[config.mk]
export PLATFORM = sky130hd
export DESIGN_NAME = uni_shift_engine_flat
export DESIGN_NICKNAME = d
export VERILOG_FILES = /design/src/rtl/uni_shift_if.sv /design/src/rtl/uni_shift_engine.sv /design/src/flat_wrapper.sv
export SDC_FILE = /design/constraint.sdc
export NUM_CORES = 1
export LEC_CHECK = 0
export BUFFER_PORTS_ARGS = -buffer_cell sky130_fd_sc_hd__buf_2
export CORE_UTILIZATION = 55
export DETAILED_ROUTE_END_ITERATION = 6
export PLACE_DENSITY = 0.8
export SLEW_MARGIN = 20
export SYNTH_ARGS = -nofsm -noshare
export SYNTH_HDL_FRONTEND = slang
export SYNTH_SLANG_ARGS = --single-unit
[constraint.sdc]
create_clock -name clk -period 2 [get_ports clk]
set_input_delay 0.1 -clock clk [delete_from_list [all_inputs] [get_ports clk]]
set_output_delay 0.1 -clock clk [all_outputs]
set_load 0.005 [all_outputs]
[src/rtl/uni_shift_if.sv]
// uni_shift_if
//   Command/status bundle between a host control FSM and uni_shift_engine.
//   master : host side (drives start/mode/amount/data_in/serial fills)
//   slave  : engine side (drives data_out, serial outs, busy, done)
interface uni_shift_if #(
  parameter int N     = 8,
  parameter int CNT_W = 4
);
  logic             start;
  logic [2:0]       mode;
  logic [CNT_W-1:0] amount;
  logic [N-1:0]     data_in;
  logic             ser_in_l;
  logic             ser_in_r;
  logic [N-1:0]     data_out;
  logic             ser_out_l;
  logic             ser_out_r;
  logic             busy;
  logic             done;

  modport master (
    output start, mode, amount, data_in, ser_in_l, ser_in_r,
    input  data_out, ser_out_l, ser_out_r, busy, done
  );

  modport slave (
    input  start, mode, amount, data_in, ser_in_l, ser_in_r,
    output data_out, ser_out_l, ser_out_r, busy, done
  );
endinterface

[src/rtl/uni_shift_engine.sv]
// uni_shift_engine
//   Multi-cycle universal shift engine: logical/arithmetic shifts and rotates
//   by a programmed amount, one bit per clock, plus parallel load/clear/hold.
//   Commands use a start/busy/done handshake.
// Ports
//   clk    : rising-edge clock
//   reset  : asynchronous active-low reset
//   bus    : uni_shift_if slave modport (command inputs, data/status outputs)
module uni_shift_engine #(
  parameter int N     = 8,
  parameter int CNT_W = 4
) (
  input  logic        clk,
  input  logic        reset,
  uni_shift_if.slave  bus
);

  localparam logic [0:0] S_IDLE  = 1'b0;
  localparam logic [0:0] S_SHIFT = 1'b1;

  localparam logic [2:0] M_HOLD  = 3'b000;
  localparam logic [2:0] M_SLL   = 3'b001;
  localparam logic [2:0] M_SRL   = 3'b010;
  localparam logic [2:0] M_SRA   = 3'b011;
  localparam logic [2:0] M_ROL   = 3'b100;
  localparam logic [2:0] M_ROR   = 3'b101;
  localparam logic [2:0] M_LOAD  = 3'b110;
  localparam logic [2:0] M_CLEAR = 3'b111;

  localparam logic [CNT_W-1:0] CNT_ZERO = {CNT_W{1'b0}};
  localparam logic [CNT_W-1:0] CNT_ONE  = {{(CNT_W-1){1'b0}}, 1'b1};
  localparam logic [CNT_W-1:0] CNT_N    = CNT_W'(N);

  // One single-bit step of the selected shift/rotate; non-shift modes pass through.
  function automatic logic [N-1:0] shift_step(
    input logic [2:0]   m,
    input logic [N-1:0] d,
    input logic         fill_l,
    input logic         fill_r
  );
    logic [N-1:0] r;
    case (m)
      M_SLL:   r = {d[N-2:0], fill_r};
      M_SRL:   r = {fill_l, d[N-1:1]};
      M_SRA:   r = {d[N-1], d[N-1:1]};
      M_ROL:   r = {d[N-2:0], d[N-1]};
      M_ROR:   r = {d[0], d[N-1:1]};
      default: r = d;
    endcase
    return r;
  endfunction

  logic [0:0]       state_q, state_d;
  logic [N-1:0]     data_q,  data_d;
  logic [CNT_W-1:0] cnt_q,   cnt_d;   // shifts still to perform after the current edge
  logic [2:0]       mode_q,  mode_d;  // command captured at acceptance
  logic             done_q,  done_d;
  logic [CNT_W-1:0] k_s;
  logic             is_shift_s;

  // Effective shift count (saturated at N) and shift-mode decode of the live command.
  always_comb begin
    k_s        = (bus.amount > CNT_N) ? CNT_N : bus.amount;
    is_shift_s = (bus.mode >= M_SLL) && (bus.mode <= M_ROR);
  end

  // Next-state logic for the command FSM, data register and counter.
  always_comb begin
    state_d = state_q;
    data_d  = data_q;
    cnt_d   = cnt_q;
    mode_d  = mode_q;
    done_d  = 1'b0;
    case (state_q)
      S_IDLE: begin
        if (bus.start) begin
          if (is_shift_s && (k_s != CNT_ZERO)) begin
            data_d = shift_step(bus.mode, data_q, bus.ser_in_l, bus.ser_in_r);
            if (k_s == CNT_ONE) begin
              done_d = 1'b1;
            end else begin
              // First shift happens here; remaining k-1 edges run in SHIFT.
              state_d = S_SHIFT;
              cnt_d   = k_s - CNT_ONE;
              mode_d  = bus.mode;
            end
          end else begin
            case (bus.mode)
              M_LOAD:  data_d = bus.data_in;
              M_CLEAR: data_d = {N{1'b0}};
              M_HOLD:  data_d = data_q;
              default: data_d = data_q;  // shift mode with k=0
            endcase
            done_d = 1'b1;
          end
        end else begin
          data_d = data_q;
        end
      end
      S_SHIFT: begin
        // start is ignored here; serial fills are sampled live each edge.
        data_d = shift_step(mode_q, data_q, bus.ser_in_l, bus.ser_in_r);
        cnt_d  = cnt_q - CNT_ONE;
        if (cnt_q == CNT_ONE) begin
          state_d = S_IDLE;
          done_d  = 1'b1;
        end else begin
          state_d = S_SHIFT;
        end
      end
      default: begin
        state_d = S_IDLE;
        cnt_d   = CNT_ZERO;
      end
    endcase
  end

  // State registers with asynchronous active-low reset; reset abandons any command.
  always_ff @(posedge clk or negedge reset) begin
    if (!reset) begin
      state_q <= S_IDLE;
      data_q  <= {N{1'b0}};
      cnt_q   <= CNT_ZERO;
      mode_q  <= M_HOLD;
      done_q  <= 1'b0;
    end else begin
      state_q <= state_d;
      data_q  <= data_d;
      cnt_q   <= cnt_d;
      mode_q  <= mode_d;
      done_q  <= done_d;
    end
  end

  assign bus.data_out  = data_q;
  assign bus.ser_out_l = data_q[N-1];
  assign bus.ser_out_r = data_q[0];
  assign bus.busy      = (state_q == S_SHIFT);
  assign bus.done      = done_q;

endmodule

[src/flat_wrapper.sv]
// flat-port wrapper written by rule: the top's interface ports become plain ports
module uni_shift_engine_flat 
#(
  parameter int N     = 8,
  parameter int CNT_W = 4
)
  (clk, reset, bus_start, bus_mode, bus_amount, bus_data_in, bus_ser_in_l, bus_ser_in_r, bus_data_out, bus_ser_out_l, bus_ser_out_r, bus_busy, bus_done);
  uni_shift_if #(.N(N), .CNT_W(CNT_W)) bus_i ();
  input  logic clk;
  input  logic reset;
  input wire logic [$bits(bus_i.start)-1:0] bus_start;
  input wire logic [$bits(bus_i.mode)-1:0] bus_mode;
  input wire logic [$bits(bus_i.amount)-1:0] bus_amount;
  input wire logic [$bits(bus_i.data_in)-1:0] bus_data_in;
  input wire logic [$bits(bus_i.ser_in_l)-1:0] bus_ser_in_l;
  input wire logic [$bits(bus_i.ser_in_r)-1:0] bus_ser_in_r;
  output wire logic [$bits(bus_i.data_out)-1:0] bus_data_out;
  output wire logic [$bits(bus_i.ser_out_l)-1:0] bus_ser_out_l;
  output wire logic [$bits(bus_i.ser_out_r)-1:0] bus_ser_out_r;
  output wire logic [$bits(bus_i.busy)-1:0] bus_busy;
  output wire logic [$bits(bus_i.done)-1:0] bus_done;
  assign bus_i.start = bus_start;
  assign bus_i.mode = bus_mode;
  assign bus_i.amount = bus_amount;
  assign bus_i.data_in = bus_data_in;
  assign bus_i.ser_in_l = bus_ser_in_l;
  assign bus_i.ser_in_r = bus_ser_in_r;
  assign bus_data_out = bus_i.data_out;
  assign bus_ser_out_l = bus_i.ser_out_l;
  assign bus_ser_out_r = bus_i.ser_out_r;
  assign bus_busy = bus_i.busy;
  assign bus_done = bus_i.done;
  uni_shift_engine #(.N(N), .CNT_W(CNT_W)) u_core (.clk(clk), .reset(reset), .bus(bus_i));
endmodule
# Yosys cells after proc, flatten, opt, wreduce, memory -nomap -nowiden
# Index checks and enable logic that the tools add are counted.
# Widths: inputs -> output; s select.
totals:
  register_bits: 17
  inputBits: 20
  output_inout_bits: 12
  elab_cells: 65
op_classes:
  add_sub_neg: 2
  n_lt_le_gt_ge: 3
  eq_ne: 24
  muxes: 21
  bitwise: 2
  reduce_logical: 7
ops:
  columns: ["cell", "count"]
  rows:
  - ["$pmux 8 s5", 2]
  - ["$pmux 8 s2", 2]
  - ["$eq 3x3->1 const B", 6]
  - ["$mux 4", 4]
  - ["$mux 8", 2]
  - ["$eq 3x2->1 const B", 4]
  - ["$ne 6x6->1 const B", 2]
  - ["$eq 4x1->1 const B", 2]
  - ["$mux 1", 8]
  - ["$pmux 4 s2", 1]
  - ["$reduce_and 4->1", 2]
  - ["$sub 4x1->4 const B", 2]
  - ["$ne 7x7->1 const B", 1]
  - ["$eq 3x1->1 const B", 2]
  - ["$ne 2x2->1 const B", 3]
  - ["$reduce_and 6->1", 1]
  - ["$ne 5x5->1 const B", 1]
  - ["$gt 4x4->1 const B", 1]
  - ["$ne 4x3->1 const B", 1]
  - ["$pmux 1 s2", 2]
  - ["$reduce_bool 4->1", 1]
  - ["$ge 3x1->1 const B", 1]
  - ["$le 3x3->1 const B", 1]
  - ["$ne 3x3->1 const B", 1]
  - ["4 further kinds", 6]

# Logic depth before layout (Yosys ltp)
depth:
  word_depth: 7
  ltp_mapped: 9
  mapped_depth_nobuf: 8

# Worst setup path before layout
# No wires, ideal clock.
synth_path:
  path_type: "input port to flip-flop"
  from: "input bus_mode[1]"
  to: "register u_core.mode_q[0]"
  setup_time_ps: 125
  t_arrival_ps: 1749
  t_required_ps: 1875
  slack_ps: 126
  stages: 7
  path_buffers: 1
  cell_sequence: "clkbuf_1 -> inv_1 -> ha_1 -> nor2_1 -> o221ai_2 -> nor2_1 -> mux2_2"
synth_via:
  elab_chain_len: 4
  word_cells_on_any_way: 5
  classes_between: "2 x order compare; 3 x reduce/logical"
synth_lines:
  columns: ["element", "line", "text"]
  rows:
  - ["start: declaration", "flat_wrapper.sv:12", "input wire logic [$bits(bus_i.mode)-1:0] bus_mode;"]
  - ["$ge 3x1->1 / $le 3x3->1 (equally long branches)", "uni_shift_engine.sv:64", "is_shift_s = (bus.mode >= M_SLL) && (bus.mode <= M_ROR);"]
  - ["$logic_and 1x1->1 (*)", "uni_shift_engine.sv:64", null]
  - ["$logic_and 1x1->1 (*)", "uni_shift_engine.sv:77", "if (is_shift_s && (k_s != CNT_ZERO)) begin"]
  - ["$reduce_and 4->1 (no line) (*)", null, null]
  - ["end signal: assignment", "uni_shift_engine.sv:130", "mode_q <= mode_d;"]
  - ["end: declaration", "uni_shift_engine.sv:56", "logic [2:0] mode_q, mode_d;"]
# Every way passes the cells marked *; elsewhere a longest branch is shown, timed or not.
# A chain may end at the register's enable or synchronous reset.

# Worst setup path after layout
layout_path:
  from: "register u_core.mode_q[2]"
  to: "register u_core.data_q[3], in the netlist u_core.bus.data_out[3]"
layout_via:
  elab_chain_len: 3
  word_cells_on_any_way: 9
  classes_between: "6 x eq/ne; 2 x mux; 1 x reduce/logical"
layout_lines:
  columns: ["element", "line", "text"]
  rows:
  - ["$eq 3x3->1 (tied with other cells)", "uni_shift_engine.sv:42", "case (m)"]
  - ["$pmux 8 s5 / $ne 6x6->1 (equally long branches)", null, null]
  - ["$pmux 8 s2 / $reduce_and 4->1 (equally long branches)", null, null]
  - ["end signal: assignment", "uni_shift_engine.sv:122", "data_q <= {N{1'b0}};"]
  - ["end signal: assignment", "uni_shift_engine.sv:128", "data_q <= data_d;"]
  - ["end: declaration", "uni_shift_engine.sv:54", "logic [N-1:0] data_q, data_d;"]
# Parallel ways exist; a longest one is shown, timed or not.

==> flow_summary.toml <==
[synth]
synth.top_cell.area_share_pct = 27.4
yosys_register_bits = 17
synth-seq-area-share_pct = 27.4
yosys.area.top_type = "dfrtp_1"
synth_edf_count = 0
synthDistinctLibCells = 45
synth_area_leaders = "dfrtp_1, a21oi_1, nor2b_1, mux2i_1, ha_1"
synth_common_cells = "a21oi_1, dfrtp_1, nor2b_1, inv_1, o21ai_0"
synth_flop_cell = "dfrtp_1"
syn_area_mm2 = 0.00155
synthCells = 186
avgSynthCellArea_um2 = 8.35
yosysWarnings = 0
synth-async-reset-ratio_pct = 100
synth_nets = 212

[timing]
fmax_mhz = 546
rsz0062_at_grt = "no"
skew_ns = 0.00328
finalMaxSlewViolations = 0
hold_viol = 0
setup_viol_count_final = 0
finalHoldWorstSlack_ns = 0.118
timing.slew.headroom_pct = 63.2
fin_crit_ns = 1.83
timing.final.crit_share_pct = 91.6
tightestPinTransition_ns = 0.550
setup_tns_ns = 0

[floorplan]
die_y_um = 55.2
initial_core_util_pct = 60.5
io_pins = 32
die_area_mm2 = 0.00304
die_x_um = 55.2
core-area_mm2 = 0.00257
rows = 18

[final_layout]
final_core_util_pct = 70.2
instances_no_fill = 249
drive_gt1_share_pct = 25.1
antenna_cells = 0
nNetsFinal = 246
num-fill-cells = 201
area_delta_synth_final_pct = 15.9

[route]
drtAntennaViolNets = 0
drcViolationCount = 0
drt-pass1-iter-count = 4
postRouteWirelength_um = 4110
wl_per_cell_um = 16.5
vias = 1618
vias_per_cell = 6.50
drt_iter0_markers = 61

[hold_path]
hold_path.class = "input port to flop"

[setup_path]
arrival_ns = 2.03
cp.required_ns = 2.19
start_kind = "flop"
critical_path_peak_fanout = 8
end_kind = "flop"
path_class = "flop to flop"

[grt]
gr-total-overflow = 0
antenna_found_initial = 0
grt_max_degree = 20
grt_pass1_vias = 1421
grt_usage_pct = 28.7
grt_pass1_wl_um = 6270

[job]
maxCapViolations = 0

[status]
status = "complete, no violations"

[placement]
portBuffers = 31
hpwl_um = 3060
gp_congestion = 0.882
place_inst = 244

[power]
power_leakage_nw = 0.849
p_per_area_mw_per_mm2 = 1340
power_mw = 2.41
ir_drop_uv = 1100

[clocking]
cts_setup_buffers = 0
clk_pin_slew_ns = 0.11
clk-insertion-delay-late_ns = 0.29
ctsHtreeMaxLevel = 1
cts_buffers = 3
cts_buffer_depth = 2
cts_resized = 0
cts_tree = "yes"
cts_sinks = 17
cts-root-buf = "clkbuf_4"
-- cell families after synthesis --
| kind of cell | count (synthesis) | synth area share (%) |
|---|---|---|
| adder cells (fa/ha/maj) | 6 | 4.83 |
| multiplexers | 11 | 7.33 |
| AND/OR/NAND/NOR | 55 | 20.6 |
| buffers and inverters | 26 | 7.33 |
| flip-flops | 17 | 27.4 |
| AO/OA/AOI/OAI | 69 | 31.4 |
| XOR/XNOR | 2 | 1.13 |
-- stage by stage --
step / area [um^2] / setup slack [ns]
2_1_floorplan: 1550 / 0.126
3_3_place_gp: 1760 / 0.0858
4_1_cts: 1800 / 0.162
5_1_grt: 1800 / 0.0736
3_5_place_dp: 1760 / -0.0516
6_report: 1800 / 0.168
-- power breakdown --
group          switching [mW]  total, mW  internal, mW
registers               0.291      0.808         0.517
clock network           0.123      0.197        0.0744
logic                   0.684       1.40         0.718
total                    1.10       2.41          1.31
-- worst paths after layout --
check,startpoint,end,slack [ns],cells past startpoint
worst max-delay path,u_core.mode_q[2],u_core.bus.data_out[3],0.17,5
worst min-delay path,bus_data_in[6],u_core.bus.data_out[6],0.12,3
worst max register to register,u_core.mode_q[2],u_core.bus.data_out[3],0.17,5
worst min register to register,u_core.cnt_q[0],u_core.cnt_q[0],0.56,1
max in group asynchronous,reset,u_core.bus.busy,1.44,2
min in group asynchronous,reset,u_core.cnt_q[3],0.26,2
-- cell type report --
| class | count | area, um^2 | area share (%) |
|---|---|---|---|
| clock buffer | 3 | 22.5 | 1.25 |
| clock inverter | 1 | 5.00 | 0.278 |
| inverter | 11 | 41.3 | 2.29 |
| multi-input combinational | 143 | 1010 | 56.3 |
| sequential | 17 | 425 | 23.6 |
| tap | 30 | 37.5 | 2.08 |
| timing repair buffer | 44 | 255 | 14.2 |
-- per-layer routing --
metal	vias to the layer above	track usage (%)	routed length (um)
met5	-	0	0
met4	0	9.17	60
met3	8	3.55	203
met2	52	51.0	2040
met1	804	35.5	1800
li1	754	-	-
-- worst max-delay path: stages, from the launching register on --
cell     delay (ns)
dfrtp_1        0.46
nor2b_1        0.31
a21o_1         0.42
mux2i_1        0.24
a21oi_1        0.09
a22o_1         0.22
-- cells in the final DEF, fill, tap and decap left out, drive strengths merged, types with 2 or more instances in the layout --
cell	count
nor2	10
mux2i	8
a22oi	7
or3	2
dfrtp	17
a31oi	2
and3	6
buf	43
o21ai	12
nor3b	2
nand2b	2
a211o	6
clkbuf	3
a21oi	17
inv	11
o31ai	2
nor3	2
a211oi	2
a221oi	3
xnor2	2
nand3	4
a21o	3
ha	6
nor2b	13
a22o	6
nand2	7
mux2	3
o221ai	2
-- registers in the layout, summed over array words and instances, names as in the netlist --
register	flops
u_core.bus.busy	1
u_core.bus.data_out	8
u_core.bus.done	1
u_core.cnt_q	4
u_core.mode_q	3
-- repair_timing --
action	4_1_cts	5_1_grt
hold endpoints to repair	17	0
hold buffers	1	0
endpoints found under the setup margin	0	0
(Power assumes the default switching activity.)
